**config.mk**
```make
export PLATFORM = sky130hd
export DESIGN_NAME = stall_scoreboard
export DESIGN_NICKNAME = d
export VERILOG_FILES = /design/src/rtl/hz_pkg.sv /design/src/rtl/hz_sb_entry.sv /design/src/rtl/stall_scoreboard.sv
export SDC_FILE = /design/constraint.sdc
export NUM_CORES = 1
export LEC_CHECK = 0
export CAP_MARGIN = 20
export CELL_PAD_IN_SITES_DETAIL_PLACEMENT = 1
export CELL_PAD_IN_SITES_GLOBAL_PLACEMENT = 1
export CORE_MARGIN = 3
export CORE_UTILIZATION = 46
export DETAILED_ROUTE_END_ITERATION = 7
export GPL_TIMING_DRIVEN = 0
export PLACE_DENSITY_LB_ADDON = 0.1
export SLEW_MARGIN = 20
export SYNTH_ARGS = -nofsm -noshare
export SYNTH_HDL_FRONTEND = slang
export SYNTH_SLANG_ARGS = --single-unit
```
**constraint.sdc**
```tcl
create_clock -name clk -period 3.8 [get_ports clk]
set_input_delay 0.76 -clock clk [delete_from_list [all_inputs] [get_ports clk]]
set_output_delay 0.76 -clock clk [all_outputs]
set_load 0.01 [all_outputs]
```
**src/rtl/hz_pkg.sv**
```systemverilog
// Shared types and constants for the decode-stage hazard scoreboard.
package hz_pkg;

    typedef enum logic [1:0] {
        HZ_ALU  = 2'd0,
        HZ_LOAD = 2'd1,
        HZ_MUL  = 2'd2,
        HZ_DIV  = 2'd3
    } hz_kind_t;

    typedef enum logic {
        DIV_IDLE = 1'b0,
        DIV_BUSY = 1'b1
    } div_state_t;

    localparam int HZ_LAT_MIN = 0;
    localparam int HZ_LAT_MAX = 15;

    // Width able to hold the larger latency; never narrower than one bit.
    function automatic int hz_cnt_width(input int lat_a, input int lat_b);
        int lat_max;
        lat_max = (lat_a > lat_b) ? lat_a : lat_b;
        return (lat_max < 1) ? 1 : $clog2(lat_max + 1);
    endfunction

endpackage

```
**src/rtl/hz_sb_entry.sv**
```systemverilog
// One scoreboard slot: bubble countdown plus divide-pending flag for a register.
module hz_sb_entry
    import hz_pkg::*;
#(
    parameter int CW = 2
) (
    input  logic          clk,
    input  logic          rstn,
    input  logic [CW-1:0] i_load_val,
    input  logic          i_load_en,
    input  logic          i_dset,
    input  logic          i_dclr,
    output logic          o_pending
);

    logic [CW-1:0] r_cnt;
    logic          r_dpend;

    always_ff @(posedge clk or negedge rstn) begin
        if (!rstn) begin
            r_cnt   <= '0;
            r_dpend <= 1'b0;
        end else begin
            if (i_load_en)
                r_cnt <= i_load_val;
            else if (r_cnt != '0)
                r_cnt <= r_cnt - 1'b1;

            // A new divide into this register outranks completion of the old one.
            if (i_dset)
                r_dpend <= 1'b1;
            else if (i_dclr)
                r_dpend <= 1'b0;
        end
    end

    assign o_pending = (r_cnt != '0) | r_dpend;

endmodule

```
**src/rtl/stall_scoreboard.sv**
```systemverilog
// Decode-stage hazard detector: per-register countdown scoreboard, divider
// occupancy FSM, and the one-cycle-delayed bubble request for execute.
module stall_scoreboard
    import hz_pkg::*;
#(
    parameter int NREG         = 16,
    parameter int RW           = $clog2(NREG),
    parameter int LOAD_LATENCY = 1,
    parameter int MUL_LATENCY  = 3,
    parameter int CW           = hz_cnt_width(LOAD_LATENCY, MUL_LATENCY)
) (
    input  logic          clk,
    input  logic          rstn,
    input  logic          dec_valid,
    input  hz_kind_t      dec_kind,
    input  logic [RW-1:0] dec_src0,
    input  logic [RW-1:0] dec_src1,
    input  logic          dec_src0_use,
    input  logic          dec_src1_use,
    input  logic [RW-1:0] dec_dst,
    input  logic          dec_dst_we,
    input  logic          div_done,
    output logic          stall_pc,
    output logic          issue,
    output logic          stall_phase,
    output logic          div_busy
);

    if (LOAD_LATENCY < HZ_LAT_MIN || LOAD_LATENCY > HZ_LAT_MAX) begin : g_bad_load_lat
        $error("stall_scoreboard: LOAD_LATENCY out of range");
    end
    if (MUL_LATENCY < HZ_LAT_MIN || MUL_LATENCY > HZ_LAT_MAX) begin : g_bad_mul_lat
        $error("stall_scoreboard: MUL_LATENCY out of range");
    end

    div_state_t    r_div_state;
    logic [RW-1:0] r_div_dst;
    logic          r_div_we;
    logic          r_stall_phase;

    logic [NREG-1:0] w_pending;
    logic [CW-1:0]   w_load_val;
    logic            w_raw;
    logic            w_waw;
    logic            w_struct;
    logic            w_stall;
    logic            w_issue;
    logic            w_div_issue;
    logic            w_div_clr;

    always_comb begin
        w_load_val = '0;
        case (dec_kind)
            HZ_LOAD: w_load_val = CW'(LOAD_LATENCY);
            HZ_MUL:  w_load_val = CW'(MUL_LATENCY);
            default: w_load_val = '0;
        endcase
    end

    assign w_raw    = (dec_src0_use & w_pending[dec_src0]) |
                      (dec_src1_use & w_pending[dec_src1]);
    assign w_waw    = dec_dst_we & w_pending[dec_dst];
    // The divider frees up in the same cycle it reports completion.
    assign w_struct = (dec_kind == HZ_DIV) & (r_div_state == DIV_BUSY) & ~div_done;

    assign w_stall     = dec_valid & (w_raw | w_waw | w_struct);
    assign w_issue     = dec_valid & ~w_stall;
    assign w_div_issue = w_issue & (dec_kind == HZ_DIV);
    assign w_div_clr   = (r_div_state == DIV_BUSY) & div_done & r_div_we;

    for (genvar gi = 0; gi < NREG; gi++) begin : g_entry
        logic w_dst_hit;
        logic w_src_hit;

        assign w_dst_hit = (dec_dst == RW'(gi));
        assign w_src_hit = (r_div_dst == RW'(gi));

        hz_sb_entry #(
            .CW(CW)
        ) u_entry (
            .clk        (clk),
            .rstn       (rstn),
            .i_load_val (w_load_val),
            .i_load_en  (w_issue & dec_dst_we & w_dst_hit),
            .i_dset     (w_div_issue & dec_dst_we & w_dst_hit),
            .i_dclr     (w_div_clr & w_src_hit),
            .o_pending  (w_pending[gi])
        );
    end

    always_ff @(posedge clk or negedge rstn) begin
        if (!rstn) begin
            r_div_state <= DIV_IDLE;
            r_div_dst   <= '0;
            r_div_we    <= 1'b0;
        end else begin
            case (r_div_state)
                DIV_IDLE: begin
                    if (w_div_issue) begin
                        r_div_state <= DIV_BUSY;
                        r_div_dst   <= dec_dst;
                        r_div_we    <= dec_dst_we;
                    end
                end
                DIV_BUSY: begin
                    if (w_div_issue) begin
                        r_div_dst <= dec_dst;
                        r_div_we  <= dec_dst_we;
                    end else if (div_done) begin
                        r_div_state <= DIV_IDLE;
                    end
                end
                default: r_div_state <= DIV_IDLE;
            endcase
        end
    end

    always_ff @(posedge clk or negedge rstn) begin
        if (!rstn)
            r_stall_phase <= 1'b0;
        else
            r_stall_phase <= w_stall;
    end

    assign stall_pc    = w_stall;
    assign issue       = w_issue;
    assign stall_phase = r_stall_phase;
    assign div_busy    = (r_div_state == DIV_BUSY);

endmodule

```
## Word-level counts from Yosys, hierarchy flattened

Cells that the tools add are included.

| storage, ports and cells | value |
|---|---|
| flip-flop bits (word level) | 55 |
| bits of input ports | 21 |
| output and inout bits | 4 |

| cells by class | value |
|---|---|
| add/subtract/negate cells | 16 |
| order comparisons | 3 |
| equality and inequality tests | 33 |
| multiplexer cells | 77 |
| bitwise logic cells | 82 |
| reductions and logical operators | 50 |

Operators with widths:

| operator | number |
|---|---|
| 2-bit nonzero test | 48 |
| 4-bit equality test (second input constant) | 16 |
| 2-bit 2-to-1 mux | 32 |
| 1-bit bitwise AND | 60 |
| 1-bit 2-to-1 mux | 39 |
| 4-bit by 3-bit equality test with 1-bit output (second input constant) | 8 |
| 2-bit by 1-bit subtractor with 2-bit output (second input constant) | 16 |
| 1-bit bitwise OR | 19 |
| 4-bit by 2-bit equality test with 1-bit output (second input constant) | 4 |
| 4-bit by 5-bit < comparator with 1-bit output (second input constant) | 3 |
| 1-bit binary-select mux with 4-bit select | 3 |
| 4-bit by 1-bit equality test with 1-bit output (second input constant) | 2 |
| 4-bit zero test | 2 |
| 2-bit equality test (second input constant) | 2 |
| 4-bit 2-to-1 mux | 1 |
| 2-bit one-hot mux with 2 select lines | 1 |
| 1-bit inverter | 3 |
| 2-bit by 1-bit equality test with 1-bit output (second input constant) | 1 |
| 1-bit one-hot mux with 2 select lines | 1 |

## Longest topological paths before layout

Gate-level depths: netlist (run 1).

| logic depth | value |
|---|---|
| depth in word-level cells | 15 |
| depth in mapped cells | 11 |
| gate-level depth less buffers | 9 |

## By module

Synthesis (run 1) repeated with hierarchy kept, for this count alone.

| second synthesis, totals | value |
|---|---|
| cells, all modules | 404 |
| area, all modules | 3712.3 µm² |

Modules (own cells, without submodules):

| module | instances | cells each | area an instance (µm²) | seq. area each (µm²) |
|---|---|---|---|---|
| hz_sb_entry | 16 | 16 | 156.4 | 75.1 |
| stall_scoreboard | 1 | 148 | 1209.9 | 175.2 |

## Worst setup path before layout (run 1)

No wires, ideal clock.

| timing path | value |
|---|---|
| kind | in2out |
| from | input dec_src1[2] |
| to | output issue |
| data arrival time | 2590 ps |
| data required time | 3040 ps |
| setup slack | 450 ps |
| stages on the path | 9 |
| cells stage by stage | buf_2 > mux4_2 > or3_1 > o311a_1 > a21oi_2 > buf_4 > nand2_1 > buf_2 > nor2_1 |

| between the ends | value |
|---|---|
| word-level cells in the longest chain between the ends | 9 |

RTL lines:

| item | line | RTL |
|---|---|---|
| start, declared | stall_scoreboard.sv:17 | `input logic [RW-1:0] dec_src1,` |
| 1-bit binary-select mux with 4-bit select | stall_scoreboard.sv:61 | `(dec_src1_use & w_pending[dec_src1]);` |
| 1-bit 2-to-1 mux (not written as such) | stall_scoreboard.sv:61 |  |
| 1-bit bitwise AND | stall_scoreboard.sv:61 |  |
| 1-bit bitwise OR | stall_scoreboard.sv:60 | `assign w_raw = (dec_src0_use & w_pending[dec_src0]) \|` |
| 1-bit bitwise OR (2 in series) | stall_scoreboard.sv:66 | `assign w_stall = dec_valid & (w_raw \| w_waw \| w_struct);` |
| 1-bit bitwise AND | stall_scoreboard.sv:66 |  |
| 1-bit inverter | stall_scoreboard.sv:67 | `assign w_issue = dec_valid & ~w_stall;` |
| 1-bit bitwise AND | stall_scoreboard.sv:67 |  |
| end, declared | stall_scoreboard.sv:24 | `output logic issue,` |

No other way between the ends. The select of a mux whose other input is x is not followed.

## Final worst setup path (run 1)

| timing path | value |
|---|---|
| from | register g_entry[12].u_entry.r_cnt[0] |
| to | output stall_pc |

| between the ends | value |
|---|---|
| word-level cells in the longest chain between the ends | 9 |

RTL lines:

| item | line | RTL |
|---|---|---|
| start, declared | hz_sb_entry.sv:16 | `logic [CW-1:0] r_cnt;` |
| start signal, assigned | hz_sb_entry.sv:25 | `r_cnt <= i_load_val;` |
| start signal, assigned | hz_sb_entry.sv:27 | `r_cnt <= r_cnt - 1'b1;` |
| 2-bit nonzero test * | hz_sb_entry.sv:37 | `assign o_pending = (r_cnt != '0) \| r_dpend;` |
| 1-bit bitwise OR * | hz_sb_entry.sv:37 |  |
| 1-bit binary-select mux with 4-bit select, on equally long branches | stall_scoreboard.sv:60, stall_scoreboard.sv:61 |  |
| 1-bit 2-to-1 mux, on equally long branches | stall_scoreboard.sv:60, stall_scoreboard.sv:61 |  |
| 1-bit bitwise AND, on equally long branches | stall_scoreboard.sv:60, stall_scoreboard.sv:61 |  |
| 1-bit bitwise OR | stall_scoreboard.sv:60 |  |
| 1-bit bitwise OR * (2 in series) | stall_scoreboard.sv:66 |  |
| 1-bit bitwise AND * | stall_scoreboard.sv:66 |  |
| end, declared | stall_scoreboard.sv:23 | `output logic stall_pc,` |

Every way passes the cells marked *; elsewhere a longest branch is shown, timed or not. The select of a mux whose other input is x is not followed.

==> report_table.html, run 1 <==
<table>
<tr><th>Metric</th><th>Value</th></tr>
<tr><th colspan="2">Yosys</th></tr>
<tr><td>Number of distinct standard cells referenced by the synthesized netlist</td><td>39</td></tr>
<tr><td>Number of synthesized register bits</td><td>55</td></tr>
<tr><td>Mean instance size in the synthesized netlist</td><td>9.694 sq um</td></tr>
<tr><td>Cell types with the largest area share after synthesis</td><td>dfrtp_1 39%, ha_1 6.4%, mux4_2 6.4%, o21ai_0 6.2%, mux2i_1 5.1%</td></tr>
<tr><td>Area fraction of the dominant cell type after synthesis</td><td>0.3890</td></tr>
<tr><td>Sequential element share of the synthesized area</td><td>0.3890</td></tr>
<tr><td>Number of nets produced by synthesis</td><td>404</td></tr>
<tr><td>Cell count after synthesis</td><td>365</td></tr>
<tr><td>Synth Warn #</td><td>0</td></tr>
<tr><td>Most area-hungry cell type in the Yosys netlist</td><td>dfrtp_1</td></tr>
<tr><td>Area of the mapped netlist</td><td>3538 sq um</td></tr>
<tr><th colspan="2">Clock network</th></tr>
<tr><td>TritonCTS Buffers</td><td>5</td></tr>
<tr><td>Clock net sink count</td><td>55</td></tr>
<tr><td>Clock-pin slew reported for the worst setup and hold paths after clock tree synthesis</td><td>0.10 ns</td></tr>
<tr><td># H-tree levels</td><td>2</td></tr>
<tr><td>Insertion delay to the later sink of the worst-skew pair</td><td>0.31 ns</td></tr>
<tr><td>TritonCTS clock tree</td><td>built</td></tr>
<tr><td>Cts-stage hold buffer count</td><td>0</td></tr>
<tr><td>Maximum count of clock buffers along a single path</td><td>2</td></tr>
<tr><td>Root Buffer</td><td>clkbuf_8</td></tr>
<tr><th colspan="2">Timing</th></tr>
<tr><td>Layout Skew</td><td>0.005766 ns</td></tr>
<tr><td>Time the final worst path needs with I/O delays and setup</td><td>3.631 ns</td></tr>
<tr><td>Final hold violation count</td><td>0</td></tr>
<tr><td>Achievable clock frequency</td><td>275.4 MHz</td></tr>
<tr><td>Setup repair after global routing missed its margin</td><td>false</td></tr>
<tr><td>Final max-slew violation count</td><td>0</td></tr>
<tr><td>Slew at the pin closest to its max-slew limit</td><td>0.6219 ns</td></tr>
<tr><td>Worst rel slew slack</td><td>0.5854</td></tr>
<tr><td>Final period utilization</td><td>0.9555</td></tr>
<tr><td>Final setup violating endpoints</td><td>0</td></tr>
<tr><td>Setup TNS</td><td>0 ns</td></tr>
<tr><th colspan="2">Final layout</th></tr>
<tr><td>N_diodes</td><td>0</td></tr>
<tr><td>Area delta synth-&gt;final</td><td>16.97%</td></tr>
<tr><td>Final Net Count</td><td>435</td></tr>
<tr><td>Utilization of the core after routing</td><td>0.5616</td></tr>
<tr><td>Share of layout cells above drive strength 1</td><td>0.1436</td></tr>
<tr><th colspan="2">Floorplanning</th></tr>
<tr><td>I/O pin cnt</td><td>25</td></tr>
<tr><td>Die outline area</td><td>8781 sq um</td></tr>
<tr><td>Floorplan Core Area</td><td>7370 sq um</td></tr>
<tr><td>Number of placement rows</td><td>31</td></tr>
<tr><td>Initial cell density of the core</td><td>0.4801</td></tr>
<tr><td>Die H</td><td>93.71 um</td></tr>
<tr><td>Floorplan die width</td><td>93.71 um</td></tr>
<tr><th colspan="2">Worst setup path</th></tr>
<tr><td>CP startpoint kind</td><td>flip-flop</td></tr>
<tr><td>Worst path required time</td><td>3.04 ns</td></tr>
<tr><td>Crit path arrival time</td><td>2.87 ns</td></tr>
<tr><td>Largest fanout on the critical path</td><td>10</td></tr>
<tr><td>Kind of capture point of the worst setup path</td><td>primary output</td></tr>
<tr><td>Worst Setup Path Type</td><td>flip-flop to primary output</td></tr>
<tr><th colspan="2">Global routing</th></tr>
<tr><td>Vias in the first global route</td><td>3,012</td></tr>
<tr><td>Antenna violations before repair</td><td>0</td></tr>
<tr><td>Total congestion overflow after global routing</td><td>0</td></tr>
<tr><td>Total global-route track usage</td><td>0.2382</td></tr>
<tr><td>Global-route wire length before repair</td><td>16.10 mm</td></tr>
<tr><td>Maximum number of pins on one net before global-route repair</td><td>48</td></tr>
<tr><th colspan="2">Route</th></tr>
<tr><td>DRC violation total after the first TritonRoute iteration</td><td>189</td></tr>
<tr><td>Routed Wire Length</td><td>9.866 mm</td></tr>
<tr><td>DR DRC count</td><td>0</td></tr>
<tr><td>Vias after detailed routing</td><td>2,862</td></tr>
<tr><td>First-pass DRT Iterations</td><td>4</td></tr>
<tr><td>Detailed-route wire length per cell</td><td>19.89 um</td></tr>
<tr><td>DRT antenna net count</td><td>0</td></tr>
<tr><td>Avg Vias per Cell</td><td>5.770</td></tr>
<tr><th colspan="2">Power and ir drop</th></tr>
<tr><td>Power per cell area</td><td>691.5 nW/um^2</td></tr>
<tr><td>Overall power of the completed layout</td><td>2.862 mW</td></tr>
<tr><td>Maximum vdd ir drop</td><td>0.0003067 V</td></tr>
<tr><td>Pleak</td><td>1.876 nW</td></tr>
<tr><th colspan="2">Min path</th></tr>
<tr><td>Hold WC Path Type</td><td>input pin to async pin</td></tr>
<tr><th colspan="2">Placement</th></tr>
<tr><td>DPL Wire Length</td><td>7.536 mm</td></tr>
<tr><td>Buffers added on ports</td><td>21</td></tr>
<tr><td>Placer's final routability congestion estimate</td><td>0.9047</td></tr>
<tr><th colspan="2">Flow run</th></tr>
<tr><td>Max-capacitance violation count</td><td>0</td></tr>
<tr><th colspan="2">Outcome</th></tr>
<tr><td>Run status</td><td>finished, final reports clean</td></tr>
</table>
## layout by cell type (no fill, tap or decap), drive strengths merged
master and n:
and2 1, o2111ai 2, a31oi 1, clkdlybuf4s50 13
mux4 10, o2bb2ai 1, clkbuf 12, nand4 13
o21ai 46, clkdlybuf4s15 1, o311ai 1, dfrtp 55
nand3 6, and3 1, and4 2, o2111a 2
a211oi 1, xor2 16, buf 9, nor2 15
a21oi 1, nand2 42, inv 42, nor2b 1
mux2 21, nand3b 3, a2111oi 1, mux2i 18
o311a 1, o31ai 2, dlygate4sd2 6, ha 18
nand2b 22, or2 1, nor3 8, or3 2
## synthesized netlist by cell type (all sizes together)
cell type / instances
o2111a: 2
mux2: 21
o21ai: 46
or2: 1
nand3b: 3
mux2i: 18
o311ai: 1
nand3: 6
and3: 1
nand2b: 22
a21oi: 1
nor2: 15
clkbuf: 4
nand4: 13
nor2b: 1
inv: 42
or3: 2
o2bb2ai: 1
a31oi: 1
dfrtp: 55
o2111ai: 2
ha: 18
and4: 2
xor2: 16
a2111oi: 1
nand2: 42
mux4: 10
a211oi: 1
nor3: 8
buf: 5
and2: 1
o311a: 1
o31ai: 2
## sequential cells by signal (all words and copies together) (netlist names)
signal                   count
g_entry.u_entry.r_dpend     16
stall_phase                  1
r_div_dst                    4
div_busy                     1
r_div_we                     1
g_entry.u_entry.r_cnt       32
## stage by stage
stage | instances | worst slack (ns) | instance area, sq um | hold WS [ns]
after floorplan | 365 | 0.4497 | 3538 | 0.4600
after global placement | 485 | -0.7878 | 3872 | 0.4790
after detailed placement | 486 | -0.8405 | 3897 | 0.4898
after CTS | 497 | 0.002296 | 4071 | 0.2714
after global routing | 496 | 0.04207 | 4139 | 0.2682
final | 496 | 0.1693 | 4139 | 0.2724
## final timing paths
path	startpoint	to	slack, ns	cells after the start
min reg2reg	r_div_we	r_div_we	0.51	1
max	g_entry[12].u_entry.r_cnt[0]	stall_pc	0.17	10
min in group clk	r_div_we	r_div_we	0.51	1
max in group asynchronous	rstn	g_entry[7].u_entry.r_cnt[0]	3.05	2
max reg2reg	g_entry[12].u_entry.r_cnt[0]	g_entry[9].u_entry.r_cnt[1]	0.82	11
min	rstn	g_entry[10].u_entry.r_cnt[1]	0.27	1
## critical path, cell delays in order (launching register included)
cell,delay (ns)
dfrtp_1,0.40
inv_1,0.07
ha_2,0.23
nand2b_4,0.09
mux4_2,0.47
a2111oi_2,0.36
a211oi_1,0.10
a21oi_2,0.18
buf_4,0.22
a31oi_1,0.12
dlygate4sd2_1,0.31
## logic make-up (layout without fill, tap and decap cells)
logic type	after synthesis	in the layout	share of synthesized area
AO/OA/AOI/OAI	59	59	0.1008
XOR/XNOR	16	16	0.03960
adder cells (fa/ha/maj)	18	18	0.06365
buffers and inverters	51	83	0.05728
flip-flops	55	55	0.3890
multiplexers	49	49	0.1814
AND/OR/NAND/NOR	117	117	0.1683
## what timing repair did
action                     4_1_cts  5_1_grt
setup buffers                    3        1
pin swaps                        1        1
setup endpoints to repair        2        2
gates resized for setup         22       12
## report_power, final
| part | total, mW | internal, mW | switching [mW] | leakage (nW) |
|---|---|---|---|---|
| registers | 0.979 | 0.829 | 0.150 | 0.684 |
| clock network | 0.359 | 0.167 | 0.192 | 0.0515 |
| logic | 1.52 | 0.733 | 0.791 | 1.14 |
## cell type report
cell class / count / area (sq um)
Tap cell: 99 / 123.9
Inverter: 42 / 157.7
Fill cell: 851 / 3231
Multi-Input combinational cell: 259 / 2086
Timing Repair Buffer: 26 / 259.0
Buffer: 7 / 36.28
Clock buffer: 8 / 100.1
Sequential cell: 55 / 1376
## layer usage
| layer | vias to the layer above | part of all wire | global-route usage |
|---|---|---|---|
| met3 | 9 | 0.053 | 0.03365 |
| met2 | 76 | 0.49 | 0.4027 |
| met5 | - | 0 | 0 |
| li1 | 1334 | - | - |
| met1 | 1443 | 0.44 | 0.3244 |
| met4 | 0 | 0.016 | 0.05415 |
(Power assumes the default switching activity.)
==> run 2: changes to the inputs <==
--- a/config.mk
+++ b/config.mk
@@ -12,6 +12,7 @@
 export CORE_UTILIZATION = 46
 export DETAILED_ROUTE_END_ITERATION = 7
 export GPL_TIMING_DRIVEN = 0
+export HOLD_SLACK_MARGIN = 0.1
 export PLACE_DENSITY_LB_ADDON = 0.1
 export SLEW_MARGIN = 20
 export SYNTH_ARGS = -nofsm -noshare
==> results of run 2 <==
The final DEF is identical to that of run 1; final timing and power are the same.
